## src/rtl/capture_writer_if.sv

```systemverilog
// Word stream into the capture writer and the sample-memory write port out of it.
interface capture_writer_if #(
   parameter int ADDR_W = 10
) ();
   logic [255:0]      wr_states;
   logic              word_valid;
   logic              mem_we;
   logic [ADDR_W-1:0] mem_addr;
   logic [255:0]      mem_wdata;

   modport master (
      output wr_states, word_valid,
      input  mem_we, mem_addr, mem_wdata
   );

   modport slave (
      input  wr_states, word_valid,
      output mem_we, mem_addr, mem_wdata
   );
endinterface

```

## src/rtl/capture_writer.sv

```systemverilog
// Ring-buffer capture writer: pre-trigger fill, mask/value trigger on 8 sample
// slots, post-trigger fill, then stop and report where the trigger landed.
module capture_writer #(
   parameter int ADDR_W = 10
) (
   input  logic              clk,
   input  logic              rst_n,
   capture_writer_if.slave   bus,
   input  logic              arm_i,
   input  logic              abort_i,
   input  logic              force_trig_i,
   input  logic [31:0]       trig_mask_i,
   input  logic [31:0]       trig_value_i,
   input  logic [ADDR_W-1:0] pre_count_i,
   input  logic [ADDR_W-1:0] post_count_i,
   output logic              busy_o,
   output logic              done_o,
   output logic [ADDR_W-1:0] trig_addr_o,
   output logic [2:0]        trig_slot_o,
   output logic [ADDR_W-1:0] start_addr_o
);
   typedef enum logic [2:0] {ST_IDLE, ST_PRE, ST_WAIT, ST_POST, ST_DONE} state_e;

   state_e            state_q, state_d;
   logic [ADDR_W-1:0] wp_q, wp_d;
   logic [ADDR_W-1:0] pre_cnt_q, pre_cnt_d;
   logic [ADDR_W-1:0] post_cnt_q, post_cnt_d;
   logic              force_q, force_d;
   logic              mem_we_q, mem_we_d;
   logic [ADDR_W-1:0] mem_addr_q, mem_addr_d;
   logic [255:0]      mem_wdata_q, mem_wdata_d;
   logic [ADDR_W-1:0] trig_addr_q, trig_addr_d;
   logic [ADDR_W-1:0] start_addr_q, start_addr_d;
   logic [2:0]        trig_slot_q, trig_slot_d;

   logic [7:0]        slot_match;
   logic [2:0]        hit_slot;
   logic              capturing;
   logic              accept;
   logic              trig_hit;

   // Slot j gathers bit j of every channel byte into one 32-bit channel vector.
   for (genvar gi = 0; gi < 8; gi++) begin : g_slot
      logic [31:0] slot_bits;
      for (genvar ci = 0; ci < 32; ci++) begin : g_chan
         assign slot_bits[ci] = bus.wr_states[8*ci + gi];
      end
      assign slot_match[gi] = ((slot_bits ^ trig_value_i) & trig_mask_i) == 32'd0;
   end

   // Oldest matching slot wins; 7 is also the answer for a force-only trigger.
   always_comb begin
      hit_slot = 3'd7;
      for (int j = 0; j < 8; j++) begin
         if (slot_match[j]) hit_slot = 3'(j);
      end
   end

   assign capturing = (state_q == ST_PRE) || (state_q == ST_WAIT) || (state_q == ST_POST);
   assign accept    = bus.word_valid && capturing;
   assign trig_hit  = (|slot_match) || force_q || force_trig_i;

   always_comb begin
      state_d      = state_q;
      wp_d         = wp_q;
      pre_cnt_d    = pre_cnt_q;
      post_cnt_d   = post_cnt_q;
      force_d      = force_q;
      mem_we_d     = 1'b0;
      mem_addr_d   = mem_addr_q;
      mem_wdata_d  = mem_wdata_q;
      trig_addr_d  = trig_addr_q;
      trig_slot_d  = trig_slot_q;
      start_addr_d = start_addr_q;

      if (abort_i) begin
         state_d = ST_IDLE;
         force_d = 1'b0;
      end else if (arm_i && !capturing) begin
         wp_d         = '0;
         pre_cnt_d    = '0;
         post_cnt_d   = '0;
         force_d      = 1'b0;
         trig_addr_d  = '0;
         trig_slot_d  = '0;
         start_addr_d = '0;
         state_d      = (pre_count_i == '0) ? ST_WAIT : ST_PRE;
      end else begin
         if (force_trig_i && capturing) force_d = 1'b1;
         if (accept) begin
            mem_we_d    = 1'b1;
            mem_addr_d  = wp_q;
            mem_wdata_d = bus.wr_states;
            wp_d        = wp_q + 1'b1;
            case (state_q)
               ST_PRE: begin
                  pre_cnt_d = pre_cnt_q + 1'b1;
                  if (pre_cnt_d == pre_count_i) state_d = ST_WAIT;
               end
               ST_WAIT: begin
                  if (trig_hit) begin
                     trig_addr_d  = wp_q;
                     trig_slot_d  = hit_slot;
                     start_addr_d = wp_q - pre_count_i;
                     force_d      = 1'b0;
                     state_d      = (post_count_i == '0) ? ST_DONE : ST_POST;
                  end
               end
               ST_POST: begin
                  post_cnt_d = post_cnt_q + 1'b1;
                  if (post_cnt_d == post_count_i) state_d = ST_DONE;
               end
               default: ;
            endcase
         end
      end
   end

   always_ff @(posedge clk or negedge rst_n) begin
      if (!rst_n) begin
         state_q      <= ST_IDLE;
         wp_q         <= '0;
         pre_cnt_q    <= '0;
         post_cnt_q   <= '0;
         force_q      <= 1'b0;
         mem_we_q     <= 1'b0;
         mem_addr_q   <= '0;
         mem_wdata_q  <= '0;
         trig_addr_q  <= '0;
         trig_slot_q  <= '0;
         start_addr_q <= '0;
      end else begin
         state_q      <= state_d;
         wp_q         <= wp_d;
         pre_cnt_q    <= pre_cnt_d;
         post_cnt_q   <= post_cnt_d;
         force_q      <= force_d;
         mem_we_q     <= mem_we_d;
         mem_addr_q   <= mem_addr_d;
         mem_wdata_q  <= mem_wdata_d;
         trig_addr_q  <= trig_addr_d;
         trig_slot_q  <= trig_slot_d;
         start_addr_q <= start_addr_d;
      end
   end

   assign bus.mem_we    = mem_we_q;
   assign bus.mem_addr  = mem_addr_q;
   assign bus.mem_wdata = mem_wdata_q;
   assign busy_o        = capturing;
   assign done_o        = (state_q == ST_DONE);
   assign trig_addr_o   = trig_addr_q;
   assign trig_slot_o   = trig_slot_q;
   assign start_addr_o  = start_addr_q;
endmodule

```

## src/flat_wrapper.sv

```systemverilog
// flat-port wrapper written by rule: the top's interface ports become plain ports
module capture_writer_flat 
#(
   parameter int ADDR_W = 10
)
  (clk, rst_n, arm_i, abort_i, force_trig_i, trig_mask_i, trig_value_i, pre_count_i, post_count_i, busy_o, done_o, trig_addr_o, trig_slot_o, start_addr_o, bus_wr_states, bus_word_valid, bus_mem_we, bus_mem_addr, bus_mem_wdata);
  capture_writer_if #(.ADDR_W(ADDR_W)) bus_i ();
  input  logic clk;
  input  logic rst_n;
  input  logic arm_i;
  input  logic abort_i;
  input  logic force_trig_i;
  input  logic [31:0] trig_mask_i;
  input  logic [31:0] trig_value_i;
  input  logic [ADDR_W-1:0] pre_count_i;
  input  logic [ADDR_W-1:0] post_count_i;
  output logic busy_o;
  output logic done_o;
  output logic [ADDR_W-1:0] trig_addr_o;
  output logic [2:0] trig_slot_o;
  output logic [ADDR_W-1:0] start_addr_o;
  input wire logic [$bits(bus_i.wr_states)-1:0] bus_wr_states;
  input wire logic [$bits(bus_i.word_valid)-1:0] bus_word_valid;
  output wire logic [$bits(bus_i.mem_we)-1:0] bus_mem_we;
  output wire logic [$bits(bus_i.mem_addr)-1:0] bus_mem_addr;
  output wire logic [$bits(bus_i.mem_wdata)-1:0] bus_mem_wdata;
  assign bus_i.wr_states = bus_wr_states;
  assign bus_i.word_valid = bus_word_valid;
  assign bus_mem_we = bus_i.mem_we;
  assign bus_mem_addr = bus_i.mem_addr;
  assign bus_mem_wdata = bus_i.mem_wdata;
  capture_writer #(.ADDR_W(ADDR_W)) u_core (.clk(clk), .rst_n(rst_n), .bus(bus_i), .arm_i(arm_i), .abort_i(abort_i), .force_trig_i(force_trig_i), .trig_mask_i(trig_mask_i), .trig_value_i(trig_value_i), .pre_count_i(pre_count_i), .post_count_i(post_count_i), .busy_o(busy_o), .done_o(done_o), .trig_addr_o(trig_addr_o), .trig_slot_o(trig_slot_o), .start_addr_o(start_addr_o));
endmodule
```

## config.mk

```make
export PLATFORM = sky130hd
export DESIGN_NAME = capture_writer_flat
export DESIGN_NICKNAME = d
export VERILOG_FILES = /design/src/rtl/capture_writer_if.sv /design/src/rtl/capture_writer.sv /design/src/flat_wrapper.sv
export SDC_FILE = /design/constraint.sdc
export NUM_CORES = 1
export LEC_CHECK = 0
export CORE_AREA = 3 3 248 250
export DETAILED_ROUTE_END_ITERATION = 10
export DIE_AREA = 0 0 251 253
export GPL_TIMING_DRIVEN = 0
export PLACE_DENSITY_LB_ADDON = 0.08
export SYNTH_ARGS = -nofsm -noshare
export SYNTH_HDL_FRONTEND = slang
export SYNTH_SLANG_ARGS = --single-unit
```

## constraint.sdc

```tcl
create_clock -name clk -period 2.6 [get_ports clk]
set_clock_uncertainty 0.15 [all_clocks]
set_input_delay 0.65 -clock clk [delete_from_list [all_inputs] [get_ports clk]]
set_output_delay 0.65 -clock clk [all_outputs]
set_load 0.005 [all_outputs]
```

# Word-level counts from Yosys, hierarchy flattened
# Cells that the tools add are included.
# word_totals
reg_bits	324
inputBits	346
wordCells	120
latchBits	0
ram_bits	0
rom_bits	0
output_inout_bits	292
n_memories	0
# op_classes
div_mod_pow	0
n_lt_le_gt_ge	0
add_sub_neg	4
bitwise	18
n_reduce_logical	32
n_eq_ne	9
mul	0
n_mux	46
n_shift	0
# ops
op	count
AND 32 bit	8
logical NOT 32 bit	8
bitwise XOR 32 bit	8
two-way mux 10 bit	16
two-way mux 3 bit	19
adder 10 x 1 -> 10 bit (second input constant)	3
== test 10 bit	2
logical NOT 10 bit	2
nonzero test 2 bit	5
subtractor 10 bit	1
two-way mux 1 bit	9
case mux 3 bit (3 select lines)	1
AND reduction 3 bit	3
!= test 4 bit (second input constant)	2
OR reduction 8 bit	1
== test 3 x 2 -> 1 bit (second input constant)	2
AND reduction 5 bit	1
nonzero test 5 bit	1
logical OR 1 bit	4
!= test 4 x 3 -> 1 bit (second input constant)	1
AND reduction 4 bit	1
== test 3 x 1 -> 1 bit (second input constant)	1
== test 3 bit (second input constant)	1
logical AND 1 bit	3
other kinds (5)	6

# Depth between registers and ports, before layout
# Gate-level depths: netlist of run 1.
# depth
word_depth	15
mapped_depth	12
mapped_depth_nobuf	11

# Least setup slack after synthesis of run 1
# Ideal clock, no wire load.
# synth_path
path_type	input -> register
from	in trig_value_i[15]
to	reg u_core.state_q[1]
cell_stages	9
path_buffers	1
setup_ns	0.125
slack_ns	-0.028
t_required_ns	2.325
arrival_time_ns	2.353
cell_sequence	buf_6 > xor2_1 > a22oi_1 > nand4_1 > nor4_4 > nor4_2 > nand4_1 > and3_4 > mux2_4
# synth_via
elab_chain_cells	8
elab_cells_between_ends	29
cone_classes	eq/ne: 1; bitwise: 16; reduce/logical: 12
# synth_lines
item	line	rtl
start: declaration	flat_wrapper.sv:14	input logic [31:0] trig_value_i;
bitwise XOR 32 bit	capture_writer.sv:48	assign slot_match[gi] = ((slot_bits ^ trig_value_i) & trig_mask_i) == 32'd0;
AND 32 bit	capture_writer.sv:48	
logical NOT 32 bit	capture_writer.sv:48	
OR reduction 8 bit *	capture_writer.sv:61	assign trig_hit = (|slot_match) || force_q || force_trig_i;
logical OR 1 bit * (2 in series)	capture_writer.sv:61	
!= test 4 x 3 -> 1 bit (no line) *	--	
AND reduction 5 bit (no line) *	--	
end signal: assignment	capture_writer.sv:133	state_q <= state_d;
end: declaration	capture_writer.sv:24	state_e state_q, state_d;
# Mark *: on every way between the ends. The rest lies on a longest branch, timed or not.
# A chain may end at the register's enable or synchronous reset.

# Worst setup path after layout of run 1
# layout_path
from	in bus_wr_states[52]
to	reg u_core.state_q[1]
# layout_via
elab_chain_cells	8
# layout_lines
item	line	rtl
start: declaration	flat_wrapper.sv:22	input wire logic [$bits(bus_i.wr_states)-1:0] bus_wr_states;
bitwise XOR 32 bit	capture_writer.sv:48	
AND 32 bit	capture_writer.sv:48	
logical NOT 32 bit	capture_writer.sv:48	
OR reduction 8 bit	capture_writer.sv:61	
logical OR 1 bit (2 in series)	capture_writer.sv:61	
!= test 4 x 3 -> 1 bit (no line)	--	
AND reduction 5 bit (no line)	--	
# No other way between the ends.

==> summary.md, run 1 <==
| Metric | Value |
|---|---|
| Outcome | complete, but fails checks |
| Failing checks | setup timing |
| R2R setup slack | 0 ns |
| Via count | 16655 |
| Synth Warn # | 0 |
| GRT overflow | 0 |
| Unrepaired setup endpoints after global routing | yes |
| Ranking of synthesized cells by area | dfrtp_1 46%, nand2_1 18%, xor2_1 14%, a22oi_1 5.4%, nand4_1 1.2% |
| Post-synth top cells | 863 x nand2_1, 324 x dfrtp_1, 276 x xor2_1 |
| Fillers | 5891 |
| Async set or reset register ratio after synthesis | 100% |
| Hold/Removal Path Class | in -> reg |
| Reg-to-reg critical path endpoint | u_core.state_q[1] |
| CP Max Fanout | 3 |
| Leak | 14.3 nW |
| Worst-Margin Slew | 0.880 ns |
| Total CTS buffers | 42 |
| Slew HR | 41.3% |
| Setup CP Type | in -> reg |
| Worst setup SP type | input pin |
| Critical path endpoint category | flop |
| Syn_area_per_cell | 8.65 µm² |
| Clock latency at the later pin of the worst-skew pair | 0.55 ns |
| Pwr Density | 889 nW/µm² |
| Top-count cell post-synth | nand2_1 |
| Distinct cells, synth | 65 |
| First-pass iteration count of the detailed router | 7 |
| Hold WS | 0.180 ns |
| Die extent in y | 253 µm |
| Global-route usage over all layers | 24.9% |
| Vias per cell | 4.76 |
| WP data arrival | 2.92 ns |
| Met1 Routed Length | 32700 µm |
| Hold path depth | 3 |
| Top_reg_cell synth | dfrtp_1 |
| WL met3 | 6100 µm |
| Final hold violation count | 0 |
| Top sig layer | met5 |
| Worst reg-to-reg path cell count | 9 |
| Row cnt | 89 |
| Syn_nets | 2400 |
| Setup Viol. Count Final | 4 |
| Max-Cap Viols | 0 |
| Pin count of the biggest net entering global routing | 107 |
| Highest clock rate | 380 MHz |
| Boundary pin count | 638 |
| Final worst slack | -0.0307 ns |
| Drt total wl | 82400 µm |
| Post-synth EDFFs | 0 |
| Core ar. | 59200 µm² |
| # clock sinks | 324 |
| Worst vdd ir | 0.532 mV |
| Area Growth Syn to Fin | 54.3% |
| Synth top area share | 45.9% |
| Crit path required time | 2.89 ns |
| GPL Wtd Cong | 0.889 |
| Yosys reg bits | 324 |
| Residual DRC | 0 |
| Die area | 63500 µm² |
| Met2 Routed Length | 41000 µm |
| Total power draw | 24.2 mW |
| Layout cell share with drive strength beyond 1 | 12.7% |
| Sequential fraction of the synthesis area | 45.9% |
| Yosys top cell by area | dfrtp_1 |
| Clock transition at path regs | 0.06 ns |
| Final worst path period share | 101% |
| First-pass GRT wire length | 116000 µm |
| Initial antenna violation count | 26 |
| Antenna-violating nets left | 0 |
| Clock period minus worst slack | 2.63 ns |
| CTS max path bufs | 3 |
| H-tree Lvls | 2 |
| Worst Hold Launch | bus_wr_states[132] |
| First DRT Iteration DRCs | 816 |
| Post-synthesis cell area | 17700 µm² |
| Mapped Cells | 2041 |
| NumNets Final | 3031 |
| Port buffer count | 573 |
| Wire per inst | 23.6 µm |
| Initial Utilization | 29.8% |
| Clock root buffer | clkbuf_16 |
| CTS tree | done |
| Post-DP HPWL | 66300 µm |
| Startpoint of the worst register-to-register path | u_core.pre_cnt_q[1] |
| DIE WIDTH | 251 µm |
| Final max-slew violation count | 0 |
| Hold EP | u_core.bus.mem_wdata[132] |
| Vias in the first global route | 17192 |
==> cell type report <==
cell class | count | area (µm²) | area share (%)
Sequential cell | 324 | 8110 | 29.8
Tap cell | 773 | 967 | 3.55
Clock inverter | 14 | 124 | 0.455
Multi-Input combinational cell | 1559 | 9260 | 34.0
Clock buffer | 62 | 1290 | 4.74
Antenna cell | 19 | 47.5 | 0.175
Buffer | 142 | 985 | 3.61
Inverter | 16 | 60.1 | 0.220
Timing Repair Buffer | 587 | 6390 | 23.5
==> logic make-up after synthesis <==
| kind of cell | Yosys count | share of synthesized area (%) |
|---|---|---|
| DFF | 324 | 45.9 |
| adders and majority gates | 13 | 0.964 |
| muxes | 5 | 0.312 |
| and+or+nand+nor | 1009 | 23.6 |
| buffers and inverters | 158 | 5.16 |
| AOI/OAI and AO/OA | 236 | 9.22 |
| xor gates and xnor gates | 296 | 14.8 |
==> cells in the final DEF (no fill, tap or decap), types with 24 or more instances in the layout <==
| cell type | netlist | final |
|---|---|---|
| buf_6 | 19 | 24 |
| dlymetal6s2s_1 | 0 | 209 |
| nand2_1 | 863 | 860 |
| clkdlybuf4s50_1 | 0 | 330 |
| clkbuf_16 | 0 | 45 |
| a22oi_1 | 128 | 57 |
| buf_4 | 18 | 26 |
| nand4_1 | 35 | 35 |
| clkbuf_2 | 10 | 42 |
| dfrtp_1 | 324 | 320 |
| xor2_1 | 276 | 263 |
| a22oi_2 | 0 | 71 |
| o21ai_0 | 43 | 40 |
==> where the power goes <==
| group | internal (mW) | switching (mW) | total, mW | leakage [nW] |
|---|---|---|---|---|
| clock | 3.62 | 2.34 | 5.97 | 0.710 |
| sequential | 7.04 | 1.19 | 8.23 | 4.13 |
| combinational | 5.18 | 4.84 | 10.0 | 9.50 |
| total | 15.9 | 8.38 | 24.2 | 14.3 |
==> critical path, cell delays in order <==
cell,delay (ns)
clkdlybuf4s50_1,0.50
xor2_1,0.20
a22oi_1,0.10
nand4_1,0.23
nor4_4,0.08
nor4_4,0.44
nand4_1,0.20
and3_4,0.23
mux2_4,0.29
==> worst max path at each step <==
stage	from	to	slack [ns]	cells past startpoint
after global routing	u_core.pre_cnt_q[1]	u_core.state_q[1]	-0.12	9
after floorplan	trig_value_i[3]	u_core.state_q[1]	0.0007	9
after global placement	rst_n	u_core.bus.mem_wdata[84]	-14.53	1
final	bus_wr_states[52]	u_core.state_q[1]	-0.03	9
after CTS	bus_wr_states[43]	u_core.state_q[1]	-0.12	9
after detailed placement	abort_i	u_core.bus.mem_wdata[13]	-1.13	9
==> per-layer routing <==
| layer | global-route usage (%) | vias to the layer above |
|---|---|---|
| met5 | 0 | - |
| met4 | 8.24 | 8 |
| met3 | 7.52 | 126 |
| met2 | 43.1 | 517 |
| met1 | 29.4 | 8110 |
| li1 | - | 7894 |
==> registers in the layout (all words and copies together) (netlist names), 10 cells and up <==
name                  flops
u_core.bus.mem_addr      10
u_core.bus.mem_wdata    256
u_core.post_cnt_q        10
u_core.pre_cnt_q         10
u_core.start_addr_o      10
u_core.trig_addr_o       10
u_core.wp_q              10
==> repair_timing <==
item,4_1_cts,5_1_grt
gates cloned,1,0
endpoints found under the hold margin,66,0
pin swaps,53,150
endpoints found under the setup margin,278,274
gates resized for setup,109,359
hold buffers,1,0
setup buffers,8,4
==> metrics by stage <==
stage	TNS (ns)	instance area [µm²]	setup slack [ns]	utilization (%)	instances
2_1_floorplan	0	17700	0.000698	-	2041
3_3_place_gp	-4920.85	24400	-14.53	41.2	3387
3_5_place_dp	-239.84	24500	-1.13	41.3	3390
4_1_cts	-2.05	26300	-0.118	44.3	3474
5_1_grt	-0.437	27200	-0.115	46.0	3490
6_report	-0.0695	27200	-0.0307	46.0	3496
No activity file was read; power rests on OpenSTA's default activity.
==> inputs of run 2 (changes only) <==
clock period = 2.8 ns   (was 2.6 ns; I/O delays follow)
==> run 2 against run 1 <==
- the flow still finishes with violations (setup timing)
- via count grew 0.22%
- combinational power fell by 7%
- first-iteration DRC count rose by 8.8%
- critical path depth rose by 1
- critical endpoint is now u_core.start_addr_o[1]
==> summary.md, run 2 (synthesis gave the netlist of run 1 again) <==
| Metric | Value |
|---|---|
| Worst reg-to-reg path cell count | 9 |
| Port buffer count | 573 |
| Clock latency at the later pin of the worst-skew pair | 0.56 ns |
| Leak | 13.0 nW |
| Max-Cap Viols | 0 |
| Post-DP Area | 24400 µm² |
| Final worst path period share | 100% |
| Sequential share of power | 34.2% |
| CP Max Fanout | 5 |
| Critical Path, Cell by Cell | clkdlybuf4s50_1, xor2_1, a22oi_1, nand4_1, nor4_4, nor4_4, a31oi_4, buf_12, buf_8, mux2i_1 |
| Via count | 16692 |
| DIE WIDTH | 251 µm |
| Final worst slack | -0.00556 ns |
| Final non-filler cell total | 3487 |
| Wire per inst | 24.0 µm |
| # clock sinks | 324 |
| Psw | 7.81 mW |
| Pint | 14.6 mW |
| CTS tree | done |
| Switching portion of total power | 34.9% |
| Die extent in y | 253 µm |
| Total CTS buffers | 42 |
| Slowest CP cell | clkdlybuf4s50_1 |
| Post-DP HPWL | 67400 µm |
| Total power draw | 22.4 mW |
| Slew HR | 43.2% |
| Layout cell share with drive strength beyond 1 | 10.2% |
| Boundary pin count | 638 |
| Max reg flops | 256 |
| Placed Instances | 3390 |
| CTS max path bufs | 3 |
| Initial antenna violation count | 16 |
| Failing checks | setup timing |
| Area Growth Syn to Fin | 50.4% |
| GPL Wtd Cong | 0.918 |
| Residual DRC | 0 |
| Unrepaired setup endpoints after global routing | yes |
| Clock period minus worst slack | 2.81 ns |
| Commonest non-fill, non-tap cell in the layout | nand2_1 |
| Antenna-violating nets left | 0 |
| Final hold violation count | 0 |
| Clk pwr share | 24.3% |
| Final instance area | 26600 µm² |
| Worst setup SP type | input pin |
| First-pass iteration count of the detailed router | 7 |
| Pwr Density | 842 nW/µm² |
| Setup Viol. Count Final | 1 |
| Global-route usage over all layers | 25.6% |
| Hold/Removal Path Class | in -> reg |
| Max stage delay on crit path | 0.45 ns |
| WP data arrival | 3.13 ns |
| Final max-slew violation count | 0 |
| Core ar. | 59200 µm² |
| Die area | 63500 µm² |
| Crit path required time | 3.12 ns |
| H-tree Lvls | 2 |
| Initial Utilization | 29.8% |
| Setup CP Type | in -> reg |
| Most frequent cells in the layout | 862 x nand2_1, 469 x clkdlybuf4s50_1, 324 x dfrtp_1, 264 x xor2_1, 82 x a22oi_1 |
| Worst vdd ir | 0.544 mV |
| NumNets Final | 3031 |
| Clock root buffer | clkbuf_16 |
| Top cell by count, worst path | nor4_4 |
| Critical path endpoint category | flop |
| Worst-Margin Slew | 0.852 ns |
| Pin count of the biggest net entering global routing | 89 |
| Vias in the first global route | 17368 |
| First-pass GRT wire length | 120000 µm |
| Vias per cell | 4.79 |
| Hold path depth | 3 |
| Clock transition at path regs | 0.06 ns |
| Row cnt | 89 |
| GRT overflow | 0 |
| First DRT Iteration DRCs | 888 |
| Drt total wl | 83600 µm |
| Highest clock rate | 356 MHz |
| Logic pwr share | 41.5% |
| Outcome | complete, but fails checks |
==> run 2: changes by cell type in the layout (fill, tap and decap cells not counted), moves of 14 or more <==
| cell | previous run | this run |
|---|---|---|
| dlygate4sd2_1 | 22 | 36 |
| dlymetal6s2s_1 | 209 | 65 |
| a22oi_1 | 57 | 82 |
| clkbuf_2 | 42 | 22 |
| a22oi_2 | 71 | 46 |
| clkdlybuf4s50_1 | 330 | 469 |
| clkbuf_1 | 21 | 38 |
==> run 2: power groups by stage <==
stage / Combinational, mW / Clock (mW) / Sequential (mW)
after global routing: 10.1 / 5.76 / 7.87
after floorplan: 3.03 / 0 / 7.69
after global placement: 9.24 / 0 / 7.65
after detailed placement: 9.28 / 0 / 7.67
after CTS: 9.43 / 5.59 / 7.65
final: 9.29 / 5.43 / 7.65
==> run 2: repair_timing <==
action                                  4_1_cts  5_1_grt
buffers inserted                              9        2
pin swaps                                    54       50
endpoints found under the setup margin      261       95
gates cloned                                  1        0
hold buffers                                  1        0
resized for setup                           115      100
endpoints found under the hold margin        37        0
==> run 2: final cells by class <==
type	instances	area, µm²
antenna	10	25.0
buffer	142	917
clock buffer	62	1270
clock inverter	14	101
fill	5884	32700
inverter	16	60.1
multi-input combinational	1559	9050
sequential	324	8110
tap	773	967
timing repair buffer	587	6060
==> run 2: worst max-delay path: cells and delay by family <==
kind	cells	cell delay, ns
xor gates and xnor gates	1	0.16
buffers and inverters	3	0.73
and+or+nand+nor	3	0.88
muxes	1	0.19
AOI/OAI and AO/OA	2	0.47
==> run 2: path summary, 6_finish.rpt <==
kind / startpoint / endpoint / slack, ns
worst max-delay path: bus_wr_states[10] / u_core.start_addr_o[1] / -0.006
worst min-delay path: bus_wr_states[98] / u_core.bus.mem_wdata[98] / 0.25
worst max register to register: u_core.post_cnt_q[0] / u_core.state_q[1] / 0.11
worst min register to register: u_core.bus.mem_wdata[161] / u_core.bus.mem_wdata[161] / 0.32
max in group asynchronous: rst_n / u_core.bus.mem_wdata[36] / 0.61
min in group asynchronous: rst_n / u_core.bus.mem_wdata[69] / 0.57
==> run 2: metal layers <==
metal | GRT usage, % | share of wire (%)
met5 | 0 | 0.095
met4 | 7.87 | 3.0
met3 | 7.47 | 7.4
met2 | 44.7 | 49
met1 | 30.6 | 40
==> run 2: per-stage QoR <==
step	TNS [ns]	utilization [%]	setup WS, ns	hold WS [ns]
after detailed placement	-264.29	41.3	-1.17	0.312
final	-0.00556	44.8	-0.00556	0.246
after global placement	-4882.10	41.1	-14.35	0.307
after floorplan	0	-	0.122	0.254
after global routing	-1.08	44.8	-0.0866	0.251
after CTS	-0.0759	44.3	-0.0278	0.326
